### src/rtl/ro_trng_pkg.sv
// Shared types and helpers for the ring-oscillator TRNG controller.
package ro_trng_pkg;

    typedef enum logic [2:0] {
        ST_IDLE    = 3'd0,
        ST_WARMUP  = 3'd1,
        ST_COLLECT = 3'd2,
        ST_HOLD    = 3'd3,
        ST_FAIL    = 3'd4
    } state_t;

    // Bits needed for a counter that must hold values 0..max_val.
    function automatic int unsigned cnt_w(input int unsigned max_val);
        return $clog2(max_val + 1);
    endfunction

endpackage

### src/rtl/ro_trng_ctrl_sync.sv
// Reusable two-flop synchroniser for a single asynchronous bit.
module sync_2ff (
    input  logic i_clk,
    input  logic i_rst,
    input  logic i_d,
    output logic o_q
);

    logic r_meta;
    logic r_sync;

    // First flop may go metastable; second flop gives it a full cycle to settle.
    always_ff @(posedge i_clk or posedge i_rst) begin
        if (i_rst) begin
            r_meta <= 1'b0;
            r_sync <= 1'b0;
        end else begin
            r_meta <= i_d;
            r_sync <= r_meta;
        end
    end

    assign o_q = r_sync;

endmodule

### src/rtl/ro_trng_ctrl.sv
// Ring-oscillator TRNG controller: oscillator gating, sampling, von Neumann
// correction, repetition-count health test and word packing onto a stream port.
module ro_trng_ctrl
    import ro_trng_pkg::*;
#(
    parameter int unsigned WIDTH      = 8,
    parameter int unsigned SAMPLE_DIV = 16,
    parameter int unsigned WARMUP     = 256,
    parameter int unsigned RCT_LIMIT  = 32
) (
    input  logic             clk,
    input  logic             rst,
    input  logic             en,
    input  logic             ro_in,
    output logic             ro_en,
    output logic [WIDTH-1:0] out_data,
    output logic             out_valid,
    input  logic             out_ready,
    output logic             health_fail
);

    localparam int unsigned WARM_W = cnt_w(WARMUP);
    localparam int unsigned DIV_W  = cnt_w(SAMPLE_DIV);
    localparam int unsigned BIT_W  = cnt_w(WIDTH);
    localparam int unsigned REP_W  = cnt_w(RCT_LIMIT);

    state_t             r_state;
    state_t             w_next_state;

    logic               w_ro_sync;
    logic [WARM_W-1:0]  r_warm_cnt;
    logic [DIV_W-1:0]   r_div_cnt;
    logic               r_pair_flag;
    logic               r_first_bit;
    logic               r_prev_sample;
    logic [BIT_W-1:0]   r_bit_cnt;
    logic [REP_W-1:0]   r_rep_cnt;
    logic [WIDTH-1:0]   r_word;
    logic [WIDTH-1:0]   r_out_data;
    logic               r_out_valid;
    logic               r_ro_en;
    logic               r_health_fail;

    logic               w_warm_done;
    logic               w_strobe;
    logic               w_emit;
    logic               w_word_done;
    logic [REP_W-1:0]   w_rep_next;
    logic               w_rct_trip;
    logic               w_xfer;
    logic [WIDTH-1:0]   w_word_next;

    sync_2ff u_sync (
        .i_clk (clk),
        .i_rst (rst),
        .i_d   (ro_in),
        .o_q   (w_ro_sync)
    );

    assign w_warm_done = (r_state == ST_WARMUP)  && (r_warm_cnt == WARM_W'(WARMUP - 1));
    assign w_strobe    = (r_state == ST_COLLECT) && (r_div_cnt == DIV_W'(SAMPLE_DIV - 1));
    // A pair emits its first sample only when the two samples differ.
    assign w_emit      = w_strobe && r_pair_flag && (r_first_bit != w_ro_sync);
    assign w_word_done = w_emit && (r_bit_cnt == BIT_W'(WIDTH - 1));
    assign w_rct_trip  = w_strobe && (w_rep_next == REP_W'(RCT_LIMIT));
    assign w_xfer      = (r_state == ST_HOLD) && r_out_valid && out_ready;

    // Repetition count for the current strobe; a zero count means no previous sample yet.
    always_comb begin
        w_rep_next = REP_W'(1);
        if ((r_rep_cnt != '0) && (w_ro_sync == r_prev_sample)) begin
            if (r_rep_cnt == REP_W'(RCT_LIMIT)) begin
                w_rep_next = r_rep_cnt;
            end else begin
                w_rep_next = r_rep_cnt + REP_W'(1);
            end
        end
    end

    // Word with the emitted bit placed at the current bit index.
    always_comb begin
        w_word_next = r_word;
        for (int unsigned i = 0; i < WIDTH; i++) begin
            if (r_bit_cnt == BIT_W'(i)) begin
                w_word_next[i] = r_first_bit;
            end
        end
    end

    // State register.
    always_ff @(posedge clk or posedge rst) begin
        if (rst) begin
            r_state <= ST_IDLE;
        end else begin
            r_state <= w_next_state;
        end
    end

    // Next-state logic; dropping en wins over every other transition.
    always_comb begin
        w_next_state = r_state;
        if (!en) begin
            w_next_state = ST_IDLE;
        end else begin
            case (r_state)
                ST_IDLE:    w_next_state = ST_WARMUP;
                ST_WARMUP:  if (w_warm_done) w_next_state = ST_COLLECT;
                ST_COLLECT: begin
                    if (w_rct_trip) begin
                        w_next_state = ST_FAIL;
                    end else if (w_word_done) begin
                        w_next_state = ST_HOLD;
                    end
                end
                ST_HOLD:    if (w_xfer) w_next_state = ST_COLLECT;
                ST_FAIL:    w_next_state = ST_FAIL;
                default:    w_next_state = ST_IDLE;
            endcase
        end
    end

    // Counters, corrector, health state, packer and registered outputs.
    always_ff @(posedge clk or posedge rst) begin
        if (rst) begin
            r_warm_cnt    <= '0;
            r_div_cnt     <= '0;
            r_pair_flag   <= 1'b0;
            r_first_bit   <= 1'b0;
            r_prev_sample <= 1'b0;
            r_bit_cnt     <= '0;
            r_rep_cnt     <= '0;
            r_word        <= '0;
            r_out_data    <= '0;
            r_out_valid   <= 1'b0;
            r_ro_en       <= 1'b0;
            r_health_fail <= 1'b0;
        end else begin
            r_ro_en       <= (w_next_state == ST_WARMUP) || (w_next_state == ST_COLLECT) ||
                             (w_next_state == ST_HOLD);
            r_health_fail <= (w_next_state == ST_FAIL);

            if ((w_next_state == ST_IDLE) || (w_next_state == ST_FAIL)) begin
                // Abort or health trip: everything in flight is discarded.
                r_warm_cnt    <= '0;
                r_div_cnt     <= '0;
                r_pair_flag   <= 1'b0;
                r_first_bit   <= 1'b0;
                r_prev_sample <= 1'b0;
                r_bit_cnt     <= '0;
                r_rep_cnt     <= '0;
                r_word        <= '0;
                r_out_data    <= '0;
                r_out_valid   <= 1'b0;
            end else begin
                case (r_state)
                    ST_IDLE: begin
                        r_warm_cnt <= '0;
                    end
                    ST_WARMUP: begin
                        if (w_warm_done) begin
                            r_warm_cnt  <= '0;
                            r_div_cnt   <= '0;
                            r_pair_flag <= 1'b0;
                            r_bit_cnt   <= '0;
                            r_rep_cnt   <= '0;
                            r_word      <= '0;
                        end else begin
                            r_warm_cnt <= r_warm_cnt + WARM_W'(1);
                        end
                    end
                    ST_COLLECT: begin
                        if (w_strobe) begin
                            r_div_cnt     <= '0;
                            r_pair_flag   <= ~r_pair_flag;
                            r_prev_sample <= w_ro_sync;
                            r_rep_cnt     <= w_rep_next;
                            if (!r_pair_flag) begin
                                r_first_bit <= w_ro_sync;
                            end
                            if (w_emit) begin
                                r_word    <= w_word_next;
                                r_bit_cnt <= r_bit_cnt + BIT_W'(1);
                            end
                            if (w_word_done) begin
                                r_out_data  <= w_word_next;
                                r_out_valid <= 1'b1;
                            end
                        end else begin
                            r_div_cnt <= r_div_cnt + DIV_W'(1);
                        end
                    end
                    ST_HOLD: begin
                        // Repetition history survives the hand-off; the pairing restarts.
                        if (w_xfer) begin
                            r_out_valid <= 1'b0;
                            r_div_cnt   <= '0;
                            r_pair_flag <= 1'b0;
                            r_bit_cnt   <= '0;
                            r_word      <= '0;
                        end
                    end
                    default: begin
                    end
                endcase
            end
        end
    end

    assign ro_en       = r_ro_en;
    assign out_data    = r_out_data;
    assign out_valid   = r_out_valid;
    assign health_fail = r_health_fail;

endmodule
### config.mk
export PLATFORM = sky130hd
export DESIGN_NAME = ro_trng_ctrl
export DESIGN_NICKNAME = d
export VERILOG_FILES = /design/src/rtl/ro_trng_pkg.sv /design/src/rtl/ro_trng_ctrl_sync.sv /design/src/rtl/ro_trng_ctrl.sv
export SDC_FILE = /design/constraint.sdc
export NUM_CORES = 1
export LEC_CHECK = 0
export CORE_ASPECT_RATIO = 0.8
export CORE_UTILIZATION = 55
export CTS_BUF_LIST = sky130_fd_sc_hd__clkbuf_4
export DETAILED_ROUTE_END_ITERATION = 6
export PLACE_DENSITY_LB_ADDON = 0.15
export SLEW_MARGIN = 15
export SYNTH_ARGS = -nofsm -noshare
export SYNTH_HDL_FRONTEND = slang
export SYNTH_SLANG_ARGS = --single-unit
export TNS_END_PERCENT = 10
### constraint.sdc
create_clock -name clk -period 2.5 [get_ports clk]
set_input_delay 0.375 -clock clk [delete_from_list [all_inputs] [get_ports clk]]
set_output_delay 0.375 -clock clk [all_outputs]
set_load 0.05 [all_outputs]
Word level (Yosys, flattened, before mapping)
Cells that the tools add are included.
{"block": "op_classes", "reduce_logical": 31, "n_mux": 60, "n_eq_ne": 27, "bitwise": 1, "addsub": 4}
{"operator": "$mux 8", "count": 9}
{"operator": "$mux 6", "count": 5}
{"operator": "$pmux 8 s3", "count": 1}
{"operator": "$mux 1", "count": 22}
{"operator": "$mux 4", "count": 5}
{"operator": "$mux 5", "count": 4}
{"operator": "$mux 9", "count": 2}
{"operator": "$pmux 9 s2", "count": 1}
{"operator": "$eq 4x3->1 const B", "count": 4}
{"operator": "$mux 3", "count": 5}
{"operator": "$ne 3x2->1 const B", "count": 5}
{"operator": "$pmux 3 s5", "count": 1}
{"operator": "$pmux 5 s3", "count": 1}
{"operator": "$eq 3x2->1 const B", "count": 4}
{"operator": "$eq 6x6->1 const B", "count": 2}
{"operator": "$pmux 4 s3", "count": 1}
{"operator": "$pmux 6 s2", "count": 1}
{"operator": "$reduce_and 3->1", "count": 4}
{"operator": "$add 9x1->9 const B", "count": 1}
{"operator": "$eq 9x8->1 const B", "count": 1}
{"operator": "$logic_and 1x1->1", "count": 9}
{"operator": "$reduce_bool 3->1", "count": 3}
{"operator": "$eq 4x2->1 const B", "count": 2}
{"operator": "$reduce_and 4->1", "count": 2}
{"operator": "21 further kinds", "count": 28}
{"block": "word_totals", "regBits": 51, "elab_cells": 138}

Logic depth before layout (Yosys ltp)
{"block": "depth", "ltp_word": 13, "depth_mapped": 11}

Modules after synthesis
A second synthesis with hierarchy kept.
{"block": "unflattened", "cells_unflattened": 302, "hier_area_um2": 2922.8}
{"module": "ro_trng_ctrl", "seq_area_each_um2": 1201.2, "instances": 1, "area_per_inst_um2": 2869.0, "cells_per_inst": 299}
{"module": "sync_2ff", "seq_area_each_um2": 50.0, "instances": 1, "area_per_inst_um2": 53.8, "cells_per_inst": 3}

Least setup slack after synthesis
No wires, ideal clock.
{"block": "synth_timing", "path_type": "register -> register", "startpoint": "register r_warm_cnt[0]", "endpoint": "register r_warm_cnt[7]", "arrival_time_ns": 2.374, "n_path_buf": 0, "setup_ns": 0.100, "path_stages_with_launch": 9, "setup_slack_ns": 0.026, "path_cell_list": "dfrtp_1 > ha_1 > and3_1 > and3_1 > and3_1 > ha_1 > nor4b_1 > a41oi_1 > a311oi_1"}
{"block": "synth_via", "elab_chain_len": 8, "word_cells_on_any_way": 13}
{"element": "start: declaration", "line": "ro_trng_ctrl.sv:31", "rtl": "logic [WARM_W-1:0] r_warm_cnt;"}
{"element": "start signal: assignment", "line": "ro_trng_ctrl.sv:168", "rtl": "r_warm_cnt <= r_warm_cnt + WARM_W'(1);"}
{"element": "$eq 9x8->1", "line": "ro_trng_ctrl.sv:60", "rtl": "assign w_warm_done = (r_state == ST_WARMUP) && (r_warm_cnt == WARM_W'(WARMUP - 1));"}
{"element": "$logic_and 1x1->1", "line": "ro_trng_ctrl.sv:60"}
{"element": "$mux 3", "line": "ro_trng_ctrl.sv:107", "rtl": "ST_WARMUP: if (w_warm_done) w_next_state = ST_COLLECT;"}
{"element": "$pmux 3 s5", "line": "ro_trng_ctrl.sv:105", "rtl": "case (r_state)"}
{"element": "$mux 3", "line": "ro_trng_ctrl.sv:102", "rtl": "if (!en) begin"}
{"element": "$eq 3x3->1 / $logic_not 3->1 (equally long branches)", "line": "ro_trng_ctrl.sv:142", "rtl": "if ((w_next_state == ST_IDLE) || (w_next_state == ST_FAIL)) begin"}
{"element": "$logic_or 1x1->1", "line": "ro_trng_ctrl.sv:142"}
{"element": "$reduce_bool 3->1 (no line) / $mux 9 (equally long branches)"}
Parallel ways exist; a longest one is shown, timed or not.
A chain may end at the register's enable or synchronous reset.

Worst setup path after layout
{"block": "layout_timing", "startpoint": "register r_warm_cnt[0]", "endpoint": "register r_word[3]"}
{"block": "layout_via", "elab_chain_len": 9, "word_cells_on_any_way": 15}
{"element": "$eq 9x8->1 (*)", "line": "ro_trng_ctrl.sv:60"}
{"element": "$logic_and 1x1->1 (*)", "line": "ro_trng_ctrl.sv:60"}
{"element": "$mux 3", "line": "ro_trng_ctrl.sv:107"}
{"element": "$pmux 3 s5", "line": "ro_trng_ctrl.sv:105"}
{"element": "$mux 3", "line": "ro_trng_ctrl.sv:102"}
{"element": "$eq 3x3->1 / $logic_not 3->1 (equally long branches)", "line": "ro_trng_ctrl.sv:142"}
{"element": "$logic_or 1x1->1", "line": "ro_trng_ctrl.sv:142"}
{"element": "$ne 3x2->1 (no line) / $reduce_bool 4->1 (equally long branches)"}
{"element": "$reduce_and 5->1 (no line)"}
{"element": "end signal: assignment", "line": "ro_trng_ctrl.sv:181", "rtl": "r_word <= w_word_next;"}
{"element": "end: declaration", "line": "ro_trng_ctrl.sv:38", "rtl": "logic [WIDTH-1:0] r_word;"}
Every way passes the cells marked *; elsewhere a longest branch is shown, timed or not.

==> flow_summary_export.csv <==
group,metric,value,unit
place,dp.final_hpwl,4.13,mm
setup_path,cp.required,2.78,ns
final_layout,fin_nets,333,
clock_network,htreeDepth,2,
clock_network,clockBufferDepth,2,
grt,antenna_found_initial,0,
setup_path,regToRegStartpoint,"r_warm_cnt[0]",
synth,ys_warn_count,0,
clock_network,clk_pin_slew,0.15,ns
detailed_routing,antenna_left,0,
synth,synth_top_area_share,43.8,%
final_layout,synthToLayoutAreaGrowth,14.4,%
floorplanning,core_area,5010,um2
synth,synthesis.nets,309,
synth,synthTopCellsByCount,"dfrtp_1 (50), nor2_1 (42), nand2_1 (28), a21oi_1 (19), o21ai_0 (12)",
synth,ys_types,56,
synth,synth-edff-count,0,
floorplanning,die_y,66.5,um
synth,synth_fa_ha_area_share,3.94,%
synth,syn_inst,295,
final_layout,antennaDiodeCount,0,
run,maxCapViolations,0,
place,port_buffers,15,
clock_network,clock-sinks,50,
detailed_routing,routed_wl,6.04,mm
place,globalplace.congestion,0.865,
detailed_routing,wl_per_cell,15.8,um
synth,netlist_top_cells_area,"dfrtp_1 (44%), nor2_1 (5.5%), ha_1 (3.9%)",
timing,hold_viol,0,
floorplanning,die_x,82.6,um
floorplanning,pin_count,16,
synth,synthSimpleGateAreaFrac,23.0,%
grt,track_usage,23.5,%
synth,async_flop_share,100,%
synth,synthXorXnorAreaFrac,1.23,%
pwr,finalPower,1.38,mW
clock_network,cts_tree,"done",
timing,slew_violations,0,
clock_network,tritoncts.num_buffers,5,
grt,grt_pass1_vias,1996,
outcome,status,"completed",
hold_path,hold_path.class,"primary input to asynchronous set/reset pin",
timing,worst_pin_slew,0.639,ns
synth,syn_area_per_cell,9.68,um2
place,place_area,3090,um2
synth,synth_top_family_by_area,"simple AND/OR/NAND/NOR gates",
floorplanning,start_util,57.0,%
synth,ys.flop_type,"dfrtp_1",
synth,synth_compound_area_share,17.7,%
detailed_routing,num_vias,2260,
synth,yosys.area.top_type,"dfrtp_1",
grt,grt_max_degree,30,
timing,setup_violations,0,
timing,max_slew_margin,57.2,%
final_layout,fin_area,3270,um2
clock_network,root_buffer,"clkbuf_4",
synth,mappedNetlistArea,2860,um2
synth,synth.most_common_cell,"dfrtp_1",
timing,fmax,417,MHz
grt,grt_overflow,0,
floorplanning,dieArea,5490,um2
clock_network,insertion_delay,0.37,ns
pwr,cellLeakagePower,1.40,nW
detailed_routing,dr.pass1.iters,5,
setup_path,setup.worst_path.start_class,"flip-flop",
timing,skew,0.0128,ns
synth,synthMuxAreaShare,4.47,%
synth,ys_seq_area_share,43.8,%
floorplanning,rows,23,
setup_path,cp-startpoint,"r_warm_cnt[0]",
final_layout,drive_above_1_share,17.5,%
pwr,powerDensity,422,nW/um2
timing,period_minus_slack,2.40,ns
setup_path,arrival,2.68,ns
timing,fin_crit_sh,95.9,%
detailed_routing,viasPerCell,5.92,
pwr,vdd_ir_drop_max,273,uV
synth,ys_seq_elements,50,
setup_path,critical_path_class,"flip-flop to flip-flop",
setup_path,critPathMaxFanout,4,
grt,grt_pass1_wl,9.60,mm
final_layout,stdcell_count,382,
detailed_routing,drcViolationCount,0,
clock_network,hold_buffers,0,
place,dp.cells,371,
setup_path,endpoint_kind,"flip-flop",
detailed_routing,drt-initial-drc-count,129,
[metrics by stage]
step	TNS [ns]	utilization (%)	hold slack (ns)	setup WS (ns)
3_3_place_gp	0	61.7	0.333	0.128
5_1_grt	-0.00332	65.3	0.336	-0.00332
3_5_place_dp	-0.0126	61.7	0.347	-0.00663
2_1_floorplan	0	-	0.331	0.0263
4_1_cts	0	63.6	0.326	0.0245
6_report	0	65.3	0.313	0.103
[placed cells by master, fill, tap and decap left out, types with 3 or more instances in the layout]
cell	synthesis	routed
buf_4	2	15
mux2_2	6	6
dfrtp_1	50	50
nand3b_1	4	4
nand2_1	28	27
o31ai_1	3	3
a21oi_1	19	18
a22oi_1	11	7
nor3_1	6	6
nand3_1	7	7
nand2b_1	4	3
o21ai_0	12	12
a31oi_1	3	3
and3_1	6	4
inv_1	9	8
nor2b_1	6	6
a211oi_1	4	4
o22ai_1	3	3
ha_1	9	8
clkdlybuf4s50_1	0	15
nor3b_1	3	3
xor2_1	3	3
a22oi_2	0	4
nor2_1	42	42
mux2i_1	6	6
clkbuf_4	0	5
[final cells by class]
cell class	instances	area, um2
Clock buffer	5	37.5
Clock inverter	3	42.5
Fill cell	415	1740
Inverter	9	33.8
Multi-Input combinational cell	221	1520
Sequential cell	50	1250
Tap cell	62	77.6
Timing Repair Buffer	32	303
[state kept, by name (all words and copies together), names as in the netlist]
register and flops:
health_fail 1, out_data 8, out_valid 1, r_bit_cnt 4, r_div_cnt 5, r_first_bit 1
r_pair_flag 1, r_prev_sample 1, r_rep_cnt 6, r_state 3, r_warm_cnt 9, r_word 7
ro_en 1, u_sync.o_q 1, u_sync.r_meta 1
[routing by layer]
metal / up-vias / track usage [%] / share of wire, %
li1: 1115 / - / -
met5: - / 0 / 0
met2: 52 / 35.2 / 45
met3: 4 / 4.11 / 4.2
met1: 1089 / 34.9 / 50
met4: 0 / 6.25 / 0.86
[cells by family (layout without fill, tap and decap cells)]
kind of cell / count (synthesis) / after routing
AOI/OAI and AO/OA: 73 / 74
DFF: 50 / 50
buffers and inverters: 25 / 49
muxes: 12 / 12
adders and majority gates: 9 / 9
and+or+nand+nor: 122 / 122
xor gates and xnor gates: 4 / 4
[report_power, final]
| part | internal, mW | switching [mW] | leakage, nW | total [mW] |
|---|---|---|---|---|
| sequential | 0.814 | 0.00368 | 0.689 | 0.817 |
| combinational | 0.0290 | 0.0509 | 0.665 | 0.0798 |
| clock | 0.212 | 0.271 | 0.0432 | 0.483 |
[worst paths after layout]
path	slack [ns]	end	cells after the start
worst max-delay path	0.10	r_word[3]	10
min in group clk	0.38	u_sync.o_q	0
worst min register to register	0.38	u_sync.o_q	0
max in group asynchronous	1.65	r_pair_flag	3
worst min-delay path	0.31	r_word[3]	2
worst max register to register	0.10	r_word[3]	10
[critical path, cell delays in order, from the launching register on]
cell	delay [ns]
dfrtp_1	0.42
ha_1	0.20
and3_4	0.20
and3_4	0.18
and3_1	0.19
ha_4	0.16
a21oi_2	0.06
a311o_1	0.34
o21bai_2	0.27
a22oi_1	0.22
nor2_1	0.05
[what timing repair did]
action,CTS,global route
hold endpoints to repair,0,0
cloned,0,1
resized for setup,2,11
pin swaps,0,3
endpoints found under the setup margin,7,19
buffers inserted,0,2
(Power assumes the default switching activity.)
==> edit 1: new RTL, same flow settings <==
Re-encode `state_t` (5 states) as one-hot, 5 bits wide.
--- a/src/rtl/ro_trng_pkg.sv
+++ b/src/rtl/ro_trng_pkg.sv
@@ -1,12 +1,12 @@
 // Shared types and helpers for the ring-oscillator TRNG controller.
 package ro_trng_pkg;
 
-    typedef enum logic [2:0] {
-        ST_IDLE    = 3'd0,
-        ST_WARMUP  = 3'd1,
-        ST_COLLECT = 3'd2,
-        ST_HOLD    = 3'd3,
-        ST_FAIL    = 3'd4
+    typedef enum logic [4:0] {
+        ST_IDLE    = 5'b00001,
+        ST_WARMUP  = 5'b00010,
+        ST_COLLECT = 5'b00100,
+        ST_HOLD    = 5'b01000,
+        ST_FAIL    = 5'b10000
     } state_t;
 
     // Bits needed for a counter that must hold values 0..max_val.
Check against the original RTL: no difference found for any inputs over 10 cycles, from zero or initial values and one cycle with rst high; not proved beyond that.
==> edit 1 against the original RTL <==
- sequential cell count is 2 higher
- setup slack better by 0.066 ns
- die area increased by 1.7%
- final area rose by 1.1%
- area after synthesis rose by 1.8%
- synthesized cell count up 7.8%
- routed wire length rose by 4.6%
Power is not compared: it rests on default switching activity, and its combinational part moved more than twofold at a synthesized area within 25%.
==> edit 1: results (changes against the original RTL) <==
Yosys
  • Most frequent cells after synthesis: nand2_1 (53), dfrtp_1 (51), a21oi_1 (33), nor2_1 (20), o21ai_0 (18)
  • Distinct cells, synth: 59 (+5.4%)
  • Synthesized net count: 331 (+7.1%)
  • Register area share after synthesis: 44.79% (+0.99 points)
  • Most common flop cell mapped by yosys: dfrtp_1
  • Area contributors post-synth: dfrtp_1 (44%), nand2_1 (6.8%), a21oi_1 (5.7%)
  • Async S/R FF share, synth: 100.0% (unchanged)
  • Yosys warns: 0 (unchanged)

Global route
  • Number of global-route vias before repair: 2,216 (+11%)
  • Overall Global Routing Usage: 24.06% (+0.56 points)
  • Largest net degree at the start of global routing: 29 (-3.3%)
  • Initial antenna violation count: 0 (unchanged)
  • First-pass GRT wire length: 10,680 um (+11%)

Place
  • DP HPWL: 4579 um (+11%)
  • GP Congestion: 0.8368 (-3.3%)
  • Buffers on Ports: 15 (unchanged)

Timing
  • Skew final: 0.01317 ns (+0.0003828 ns)
  • Tightest Pin Transition: 0.6294 ns (-0.009758 ns)

Clock network
  • Root Driver: clkbuf_4
  • Total setup buffers inserted after CTS: 0 (unchanged)
  • Total CTS buffers: 5 (unchanged)
  • CTS H-tree lvls: 2 (unchanged)
  • Clock Latency Late Sink: 0.37 ns (about the same)
  • Clk buf depth: 2 (unchanged)
  • Clock transition at path regs: 0.15 ns (about the same)

Finish
  • Max reg flops: 9 (unchanged)
  • Filler cell count: 421 (+1.4%)
  • Fin nets: 356 (+6.9%)
  • Largest Register: r_warm_cnt
  • Diodes inserted: 0 (unchanged)
  • Share of post-route cells with drive strength above 1: 14.24% (-3.3 points)

Drt
  • DRT Pass-1 Iters: 5 (unchanged)
  • WL/cell: 15.56 um (-1.5%)
  • Routed via count: 2,490 (+10%)
  • Initial drt markers: 138 (+7.0%)

Worst setup path
  • Max incr delay on CP: 0.44 ns (+0.02 ns)
  • Delay-heaviest family, CP: simple AND/OR/NAND/NOR gates
  • Critical-path maximum fanout: 13 (+9)
  • CP max stage cell: dfrtp_1
  • WP data arrival: 2.60 ns (-0.08 ns)

Pwr
  • Lkg Pwr: 1.395 nW
  • Worst VDD drop: 0.3438 mV

Run status
  • Status: completed

Hold path
  • Hold Crit Class: in -> async
edit 1: cell types whose count changed in the layout (fill, tap and decap cells not counted), moves of 4 or more:
cell	change
a22oi_2	-4
nor2_1	-22
nand3_1	+7
a31oi_1	+6
nand2_1	+25
o21ai_0	+6
a22oi_1	-4
mux2i_1	-5
a21oi_1	+15
edit 1: metrics by stage:
step,setup slack [ns],TNS (ns),area [um2],instances
after floorplan,0.3718,0,2908,318
after global placement,-0.03735,-0.04990,3204,398
after detailed placement,-0.09091,-0.2808,3204,398
after CTS,0.03243,0,3288,406
after global routing,-0.02495,-0.03633,3306,406
final,0.1691,0,3306,406
edit 1: cell families after synthesis:
logic type / count (synthesis) / synth area share, %
AOI/OAI and AO/OA: 84 / 19.36
xor gates and xnor gates: 8 / 2.409
adders and majority gates: 8 / 3.442
buffers and inverters: 21 / 3.055
DFF: 52 / 44.79
muxes: 8 / 3.055
and+or+nand+nor: 137 / 23.88
edit 1: path summary, 6_finish.rpt:
path | start | endpoint | slack [ns] | cells past startpoint
min reg2reg | u_sync.r_meta | u_sync.o_q | 0.37 | 0
max in group asynchronous | rst | r_state[0] | 1.56 | 3
max | r_div_cnt[0] | r_div_cnt[4] | 0.17 | 9
min in group clk | u_sync.r_meta | u_sync.o_q | 0.37 | 0
min | rst | r_warm_cnt[0] | 0.34 | 2
max reg2reg | r_div_cnt[0] | r_div_cnt[4] | 0.17 | 9
edit 1: layer usage:
layer	wire (um)	track usage, %	part of all wire, %	vias to the layer above
li1	-	-	-	1186
met1	3091	35.04	49	1211
met2	2796	37.30	44	89
met3	398	4.833	6.3	4
met4	31	4.741	0.49	0
met5	0	0	0	-
edit 1: final cells by class:
| type | instances | area share (%) |
|---|---|---|
| timing repair buffer | 29 | 8.100 |
| clock buffer | 6 | 1.363 |
| sequential | 52 | 39.40 |
| inverter | 10 | 1.211 |
| clock inverter | 2 | 1.173 |
| multi-input combinational | 245 | 46.40 |
| tap | 62 | 2.347 |
edit 1: power by group:
part	total (mW)	internal, mW	switching (mW)
logic	0.545	0.180	0.365
registers	0.901	0.875	0.0255
clock network	0.490	0.226	0.264
total	1.94	1.28	0.655
edit 1: repair_timing:
item                       CTS  global route
setup endpoints to repair    0            38
resized for setup            0             4
hold buffers                 0             0
==> edit 2: new RTL, same settings <==
Made on the original files. Change the parameter `SAMPLE_DIV` from 16 to 32.
--- a/src/rtl/ro_trng_ctrl.sv
+++ b/src/rtl/ro_trng_ctrl.sv
@@ -4,7 +4,7 @@
     import ro_trng_pkg::*;
 #(
     parameter int unsigned WIDTH      = 8,
-    parameter int unsigned SAMPLE_DIV = 16,
+    parameter int unsigned SAMPLE_DIV = 32,
     parameter int unsigned WARMUP     = 256,
     parameter int unsigned RCT_LIMIT  = 32
 ) (
Formal check against the unedited RTL: no difference found for any inputs over 10 cycles, from zero or initial values and one cycle with rst high; that may be too few to reach the edited logic, so the function may still have changed.
==> edit 2 against the original RTL <==
- area after synthesis is 2.1% lower
- sequential cell count rose by 1
- sequential power up 2%
- utilization increased by 3.9 points
- power increased by 8.9%
- critical path type unchanged
- setup slack improved by 0.024 ns
- largest power group unchanged
- hold slack better by 0.064 ns
- first-iteration DRC count up 2.3%
- largest cell class unchanged
- final area is 0.19% higher
- routed wire length increased by 0.40%
==> edit 2: results (changes against the original RTL) <==
Worst setup path
  • Cells on worst reg2reg path: 9 (-1)
  • Worst reg2reg setup slack: 0.13 ns (+0.02 ns)
  • WP data arrival: 2.67 ns (about the same)
  • R2r endpoint: r_rep_cnt[2]
  • Critical-path maximum fanout: 9 (+5)
  • RR Startpoint: r_rep_cnt[1]

Global route
  • Number of global-route vias before repair: 2,178 (+9.1%)
  • Overall Global Routing Usage: 24.50% (+0.99 points)
  • First-pass GRT wire length: 10,020 um (+4.4%)
  • Initial antenna violation count: 0 (unchanged)
  • Largest net degree at the start of global routing: 52 (+73%)

Yosys
  • Area contributors post-synth: dfrtp_1 (46%), nand2_1 (5.4%), a21oi_1 (4.3%)
  • Most frequent cells after synthesis: dfrtp_1 (51), nand2_1 (40), nor2_1 (29), a21oi_1 (24), o21ai_0 (20)
  • Mapped Avg Cell Area: 9.105 um2 (-6.0%)
  • Distinct cells, synth: 49 (-13%)
  • Register area share after synthesis: 45.66% (+1.9 points)
  • Async S/R FF share, synth: 100.0% (unchanged)
  • Post-synth EDFFs: 0 (unchanged)
  • Yosys warns: 0 (unchanged)
  • Synthesized net count: 321 (+3.9%)

Clock network
  • CTS H-tree lvls: 2 (unchanged)
  • Root Driver: clkbuf_4
  • Total CTS buffers: 5 (unchanged)
  • Clock Latency Late Sink: 0.37 ns (about the same)
  • Clk buf depth: 2 (unchanged)
  • Clock transition at path regs: 0.15 ns (about the same)

Drt
  • Routed via count: 2,319 (+2.6%)
  • WL/cell: 15.19 um (-3.9%)
  • DRT Pass-1 Iters: 5 (unchanged)
  • Initial drt markers: 132 (+2.3%)
  • DRT Wirelength: 6061 um (+0.40%)

Timing
  • Tightest Pin Transition: 0.6288 ns (-0.01034 ns)
  • Skew final: 0.008224 ns (-0.004563 ns)

Finish
  • Fin nets: 352 (+5.7%)
  • Max reg flops: 9 (unchanged)
  • Diodes inserted: 0 (unchanged)
  • Largest Register: r_warm_cnt
  • Share of post-route cells with drive strength above 1: 14.16% (-3.3 points)

Run status
  • Status: completed

Place
  • Buffers on Ports: 15 (unchanged)
  • Dpl cells: 389 (+4.9%)
  • DP HPWL: 4277 um (+3.6%)
  • GP Congestion: 0.8885 (+2.7%)

Pwr
  • Lkg Pwr: 1.408 nW (+0.81%)
  • Worst VDD drop: 0.4143 mV (+52%)

Hold path
  • Hold Crit Class: reg -> reg
  • Hold depth: 0
  • Hold path start: u_sync.r_meta
  • Endpoint, Worst Hold: u_sync.o_q
## edit 2: cells by family (layout without fill, tap and decap cells)
family,after synthesis,count (layout),synth area share [%]
AND/OR/NAND/NOR,130,130,23.46
AO/OA/AOI/OAI,81,81,19.03
flip-flops,51,51,45.66
buffers and inverters,24,56,3.581
multiplexers,10,10,3.626
adder cells (fa/ha/maj),9,9,4.029
XOR/XNOR,2,2,0.6268
## edit 2: where the power goes
part           internal, mW  switching, mW  leakage [nW]
logic                0.0353         0.0570         0.656
clock network         0.311          0.262        0.0514
registers             0.831        0.00654         0.701
## edit 2: worst max-delay path by stage
stage                  startpoint           end  slack [ns]  cells after the start
floorplan            r_rep_cnt[0]  r_bit_cnt[0]        0.14                      9
global placement    r_warm_cnt[0]  r_bit_cnt[0]        0.09                     10
detailed placement   r_rep_cnt[1]  r_bit_cnt[0]        0.02                      8
CTS                  r_rep_cnt[1]  r_bit_cnt[0]        0.01                      8
global route        r_warm_cnt[1]  r_bit_cnt[2]      -0.004                     11
finish               r_rep_cnt[1]  r_rep_cnt[2]        0.13                      9
## edit 2: layer usage
| metal | wire (um) | track usage (%) | up-vias | part of all wire (%) |
|---|---|---|---|---|
| li1 | - | - | 1150 | - |
| met1 | 3104 | 36.47 | 1131 | 51 |
| met2 | 2715 | 35.52 | 31 | 45 |
| met3 | 164 | 4.861 | 7 | 2.7 |
| met4 | 76 | 8.114 | 0 | 1.3 |
| met5 | 0 | 0 | - | 0 |
## edit 2: repair_timing
action,CTS,global route
hold buffers,0,0
hold endpoints to repair,0,0
buffers inserted,0,2
setup endpoints to repair,0,44
gates resized for setup,0,14
## edit 2: final cells by class
class / count / area, um2
Clock buffer: 5 / 37.54
Clock inverter: 3 / 67.56
Fill cell: 357 / 1460
Inverter: 14 / 52.55
Multi-Input combinational cell: 232 / 1473
Sequential cell: 51 / 1276
Tap cell: 60 / 75.07
Timing Repair Buffer: 34 / 292.8
## edit 2: through the flow
stage	hold WS, ns	worst slack (ns)	power, mW	area (um2)	setup TNS, ns
4_1_cts	0.3808	0.009991	1.515	3206	0
3_5_place_dp	0.3479	0.02320	0.9403	3100	0
6_report	0.3773	0.1274	1.502	3274	0
5_1_grt	0.3953	-0.003835	1.564	3274	-0.003835
2_1_floorplan	0.3312	0.1401	0.9062	2795	0
3_3_place_gp	0.3333	0.09372	0.9388	3100	0
## edit 2: worst max-delay path, cell delays in order, from the launching register on
cell       delay, ns
dfrtp_1         0.45
inv_2           0.12
ha_2            0.23
or4b_4          0.52
nor3_4          0.20
a2111oi_4       0.08
nand2_2         0.11
buf_4           0.17
nand3_1         0.18
o31ai_1         0.24
